==> config.mk <==
export PLATFORM = sky130hd
export DESIGN_NAME = ldm_stm_mem_addr_generator
export DESIGN_NICKNAME = d
export VERILOG_FILES = /design/src/rtl/ldm_stm_mem_addr_generator.sv
export SDC_FILE = /design/constraint.sdc
export NUM_CORES = 1
export LEC_CHECK = 0
export ABC_AREA = 1
export CAP_MARGIN = 20
export CORE_MARGIN = 8
export CORE_UTILIZATION = 34
export CTS_CLUSTER_DIAMETER = 120
export CTS_CLUSTER_SIZE = 14
export DETAILED_ROUTE_END_ITERATION = 8
export PLACE_DENSITY = 0.59
export SYNTH_ARGS = -nofsm -noshare
export SYNTH_HDL_FRONTEND = slang
export SYNTH_SLANG_ARGS = --single-unit
==> constraint.sdc <==
create_clock -name clk_in -period 2.15 [get_ports clk_in]
set_input_delay 0.215 -clock clk_in [delete_from_list [all_inputs] [get_ports clk_in]]
set_output_delay 0.215 -clock clk_in [all_outputs]
set_load 0.05 [all_outputs]
==> src/rtl/ldm_stm_mem_addr_generator.sv <==
// LDM/STM memory address sequencer: emits ascending word addresses for a block transfer.
// Define LDM_STM_ALIGN_CHECK_EN to fault on a misaligned base instead of truncating it.
module ldm_stm_mem_addr_generator (
    input  logic        clk_in,
    input  logic        reset_in,
    input  logic        ldm_stm_start_in,
    input  logic [15:0] reg_list_in,
    input  logic [31:0] base_addr_in,
    input  logic        pre_index_in,
    input  logic        up_in,
    input  logic        writeback_in,
    input  logic        mem_ready_in,
    output logic [31:0] mem_addr_out,
    output logic        mem_addr_valid_out,
    output logic [31:0] wb_addr_out,
    output logic        wb_en_out,
    output logic        busy_out,
    output logic        done_out,
    output logic        align_fault_out
);

    typedef enum logic [1:0] {IDLE, XFER, DONE} state_t;

    state_t      state, state_nxt;
    logic [4:0]  n_regs, remaining;
    logic [31:0] base, n_bytes, first_addr, wb_calc;
    logic [31:0] addr_q, wb_q;
    logic        wb_pend, fault, start_go;

    always_comb begin
        n_regs = '0;
        for (int i = 0; i < 16; i++)
            n_regs = n_regs + 5'(reg_list_in[i]);
    end

`ifdef LDM_STM_ALIGN_CHECK_EN
    assign base  = base_addr_in;
    assign fault = |base_addr_in[1:0];
`else
    assign base  = base_addr_in & ~32'd3;
    assign fault = 1'b0;
`endif

    assign n_bytes  = {25'd0, n_regs, 2'b00};
    assign start_go = (state == IDLE) && ldm_stm_start_in;

    // Descending modes still walk upward from the lowest address of the block.
    always_comb begin
        case ({pre_index_in, up_in})
            2'b01:   first_addr = base;
            2'b11:   first_addr = base + 32'd4;
            2'b00:   first_addr = base - n_bytes + 32'd4;
            default: first_addr = base - n_bytes;
        endcase
        wb_calc = up_in ? (base + n_bytes) : (base - n_bytes);
    end

    always_comb begin
        state_nxt = state;
        case (state)
            IDLE: if (ldm_stm_start_in)
                      state_nxt = (fault || n_regs == 5'd0) ? DONE : XFER;
            XFER: if (mem_ready_in && remaining == 5'd1)
                      state_nxt = DONE;
            DONE: state_nxt = IDLE;
            default: state_nxt = IDLE;
        endcase
    end

    always_ff @(posedge clk_in or negedge reset_in) begin
        if (!reset_in) begin
            state     <= IDLE;
            addr_q    <= '0;
            remaining <= '0;
            wb_q      <= '0;
            wb_pend   <= 1'b0;
        end else begin
            state <= state_nxt;
            if (start_go) begin
                addr_q    <= first_addr;
                remaining <= n_regs;
                wb_q      <= wb_calc;
                wb_pend   <= writeback_in && (n_regs != 5'd0) && !fault;
            end else if (state == XFER && mem_ready_in) begin
                addr_q    <= addr_q + 32'd4;
                remaining <= remaining - 5'd1;
            end
        end
    end

`ifdef LDM_STM_ALIGN_CHECK_EN
    logic fault_q;
    always_ff @(posedge clk_in or negedge reset_in) begin
        if (!reset_in)     fault_q <= 1'b0;
        else if (start_go) fault_q <= fault;
    end
    assign align_fault_out = (state == DONE) && fault_q;
`else
    assign align_fault_out = 1'b0;
`endif

    assign mem_addr_out       = addr_q;
    assign mem_addr_valid_out = (state == XFER);
    assign wb_addr_out        = wb_q;
    assign wb_en_out          = (state == DONE) && wb_pend;
    assign busy_out           = (state != IDLE);
    assign done_out           = (state == DONE);

endmodule

==> metrics <==
IO Pins=around 120; status=complete, but fails checks; Most Crowded Layer GR=met2; commonest cells in the synthesized netlist=nand2_1, nor2_1, inv_1; layout cells sized above 1=between 40% and 50%; vias=between 10000 and 15000; Synth Area in Compound Gates=about 14%; post-synth cell types=57; CTS Buf Count=9; GR Util met2=between 30 and 40%; PD cells=1210 mW/mm²; Synth Flop Type=dfrtp_1; Post-synth EDFFs=0; CP Launch Type=input port; M3 GR Usage=a little over 3%; reg-to-reg startpoint=mem_addr_out[2]; final hold violation count=0; Via density=~5.2; Clock Sink Count=approximately 70; most frequent cell after synthesis=nand2_1; Reg power frac=between 10% and 20%; largest net degree at the start of global routing=69; Rows=59; GR Util met1=37.0%; layout overhead on the synthesized area=70.7%; cell mode on critical path=inv_2; # Max-Cap Violations=0; Max Freq=between 150 and 200 MHz; grt ovf=0; fin. max-slew vios=0; drt first pass iters=5; first-pass GRT wire length=roughly 62 mm; Worst R2R Path Depth=12; clock share of power=roughly a tenth; synth top area cells=dfrtp_1, nand2_1, nand3_1, nor2_1, inv_1; Logic pwr share=76.7%; GRT Total Usage=about 25%; RSZ-0062 raised after global routing=yes; WP data arrival=~5.7 ns; kind of end point of the critical path=register; Final setup viols=68; Post-Synth XOR/XNOR Area=just under 3%; Adder-Cell Fraction of Synth Area=~6.0%; Min Hold Slack=between 0.4 and 0.5 ns; initial DRC count=1289; Sw Ratio=between 50% and 60%; Clock Skews=0.00500 ns; Avg Synthesized Cell Area=6.01 µm²; top cell type's share of synthesized area=approximately a fifth; chip height=approximately 180 µm; CTS Buffer Depth=2; R2R Path End=mem_addr_out[26]; total wire length=between 40 and 50 mm; CP required=approximately 2.4 ns; asr flop ratio synth=100%; Starting Density=approximately 34%; Leak=about 7.0 nW; critical path's slowest cell=fa_1; die area=roughly 0.031 mm²; flop2flop setup slack=-0.24 ns; Post-DP HPWL=approximately 31 mm; core area=between 0.02 and 0.03 mm²; final worst path period need=around 5.4 ns; Post-Syn Area=slightly below 0.009 mm²; Die W=roughly 180 µm; Peak VDD IR=approximately 1.2 mV; total net switching power=9.31 mW; Max stage delay on crit path=0.56 ns; PortBufs=116; slew of the pin with the lowest slew margin=~0.9 ns; H-tree Lvls=3; worst relative slew slack=between 30% and 40%; post-synthesis mux area share=0%; # diodes=0; #FFs+latches synth=roughly 70; yosys warns=0; crit-path max FO=5; CTS tree=built; setup TNS=-184.88 ns; Synth Instances=roughly 1500; residual antenna-violating net count after detailed routing=0; fin crit share=252%; DP Worst Slack=-4.14 ns; CP bufs+invs=8; CP delay by family, top=adder cells; failing checks=setup timing; Root Driver=clkbuf_16; area leader, netlist=dfrtp_1; final worst setup slack=-3.28 ns; number of global-route vias before repair=11100; largest family of logic cells by synthesized area=simple AND/OR/NAND/NOR gates; sequential share of the synthesized area=19.2%; clk_lat worst skew=around 0.34 ns; # DRC=0; nets=1995; initial antenna violation count=0; Int Pwr=~9.0 mW; HP Class=input port to async pin; DR WL/cell=about 18 µm; Simple-Gate Fraction of Synth Area=between 40% and 50%; Setup CP Type=input port to register; gpl congestion=0.996; Worst-path clk slew=roughly 0.060 ns
==> state kept, by name, indices dropped and copies added (netlist names) <==
| name | flops |
|---|---|
| wb_addr_out | 30 |
| state | 2 |
| remaining | 5 |
| mem_addr_out | 30 |
| wb_pend | 1 |
==> power groups by stage <==
stage	sequential (mW)	clock (mW)	combinational (mW)
after floorplan	4.32	0	4.55
after global placement	2.50	0	10.5
after detailed placement	2.53	0	10.6
after CTS	2.51	1.76	12.7
after global routing	2.62	1.81	15.0
final	2.52	1.74	14.1
==> what timing repair did <==
action,4_1_cts,5_1_grt
setup endpoints to repair,68,69
hold endpoints to repair,68,0
resized for setup,228,249
hold buffers,1,0
setup buffers,57,36
pin swaps,120,183
==> worst max-delay path by stage <==
stage / end / cells after the start / slack (ns) / from
after floorplan: mem_addr_out[20] / 30 / -3.01 / reg_list_in[11]
after global placement: mem_addr_out[31] / 34 / -4.07 / reg_list_in[5]
after detailed placement: mem_addr_out[31] / 34 / -4.14 / reg_list_in[5]
after CTS: wb_addr_out[26] / 27 / -3.27 / reg_list_in[15]
after global routing: mem_addr_out[11] / 30 / -3.49 / reg_list_in[11]
final: mem_addr_out[31] / 34 / -3.28 / reg_list_in[0]
==> tightest hold or removal path, delay by kind of cell <==
family | cells | cell delay (ns)
buffers and inverters | 3 | 0.95
==> layer usage <==
layer	share of wire [%]	wire [µm]
met5	0	0
met1	46	18800
met3	8.1	3300
met4	1.9	789
met2	44	18100
==> layout by cell type (no fill, tap or decap), drive strengths merged, types with 2 or more instances in the layout <==
master | synthesis | final
buf | 33 | 371
a31oi | 11 | 11
nor2 | 185 | 185
clkinv | 6 | 9
o21a | 3 | 3
fa | 12 | 12
o221ai | 3 | 3
or2 | 6 | 6
and2 | 5 | 5
nand3b | 2 | 2
a211oi | 2 | 2
o31ai | 2 | 2
xnor2 | 7 | 7
bufinv | 0 | 3
nand2 | 473 | 473
dfrtp | 68 | 68
clkdlybuf4s15 | 0 | 3
conb | 1 | 5
clkbuf | 32 | 12
nor3 | 25 | 25
a22oi | 5 | 5
clkdlybuf4s50 | 0 | 105
nand3 | 143 | 143
inv | 161 | 161
xor2 | 23 | 23
nand4 | 30 | 30
o21ai | 93 | 93
ha | 23 | 23
nor4 | 7 | 7
a32oi | 2 | 2
o311ai | 2 | 2
a21oi | 84 | 84
o211ai | 15 | 15
==> per-stage QoR <==
stage                     util (%)  instance area, µm²  std cells  total power [mW]
final                         58.6               15100       2245              18.3
after global routing          58.6               15100       2245              19.4
after CTS                     54.6               14100       2228              16.9
after detailed placement      48.9               12600       2161              13.1
after global placement        48.9               12600       2161              13.0
after floorplan                  -                8990       1476              8.88
==> kinds of logic after synthesis <==
family,Yosys count
simple gates,880
buf+inv,232
compound gates,226
flops,68
fa+ha+maj,35
xor+xnor,30
other cells,1
==> layout make-up <==
type / instances / area [µm²]
clock buffer: 10 / 229
clock inverter: 6 / 113
fill: 2346 / 10700
inverter: 167 / 657
multi-input combinational: 1176 / 7720
sequential: 68 / 1700
tap: 335 / 419
timing repair buffer: 483 / 4250
(Power assumes the default switching activity.)
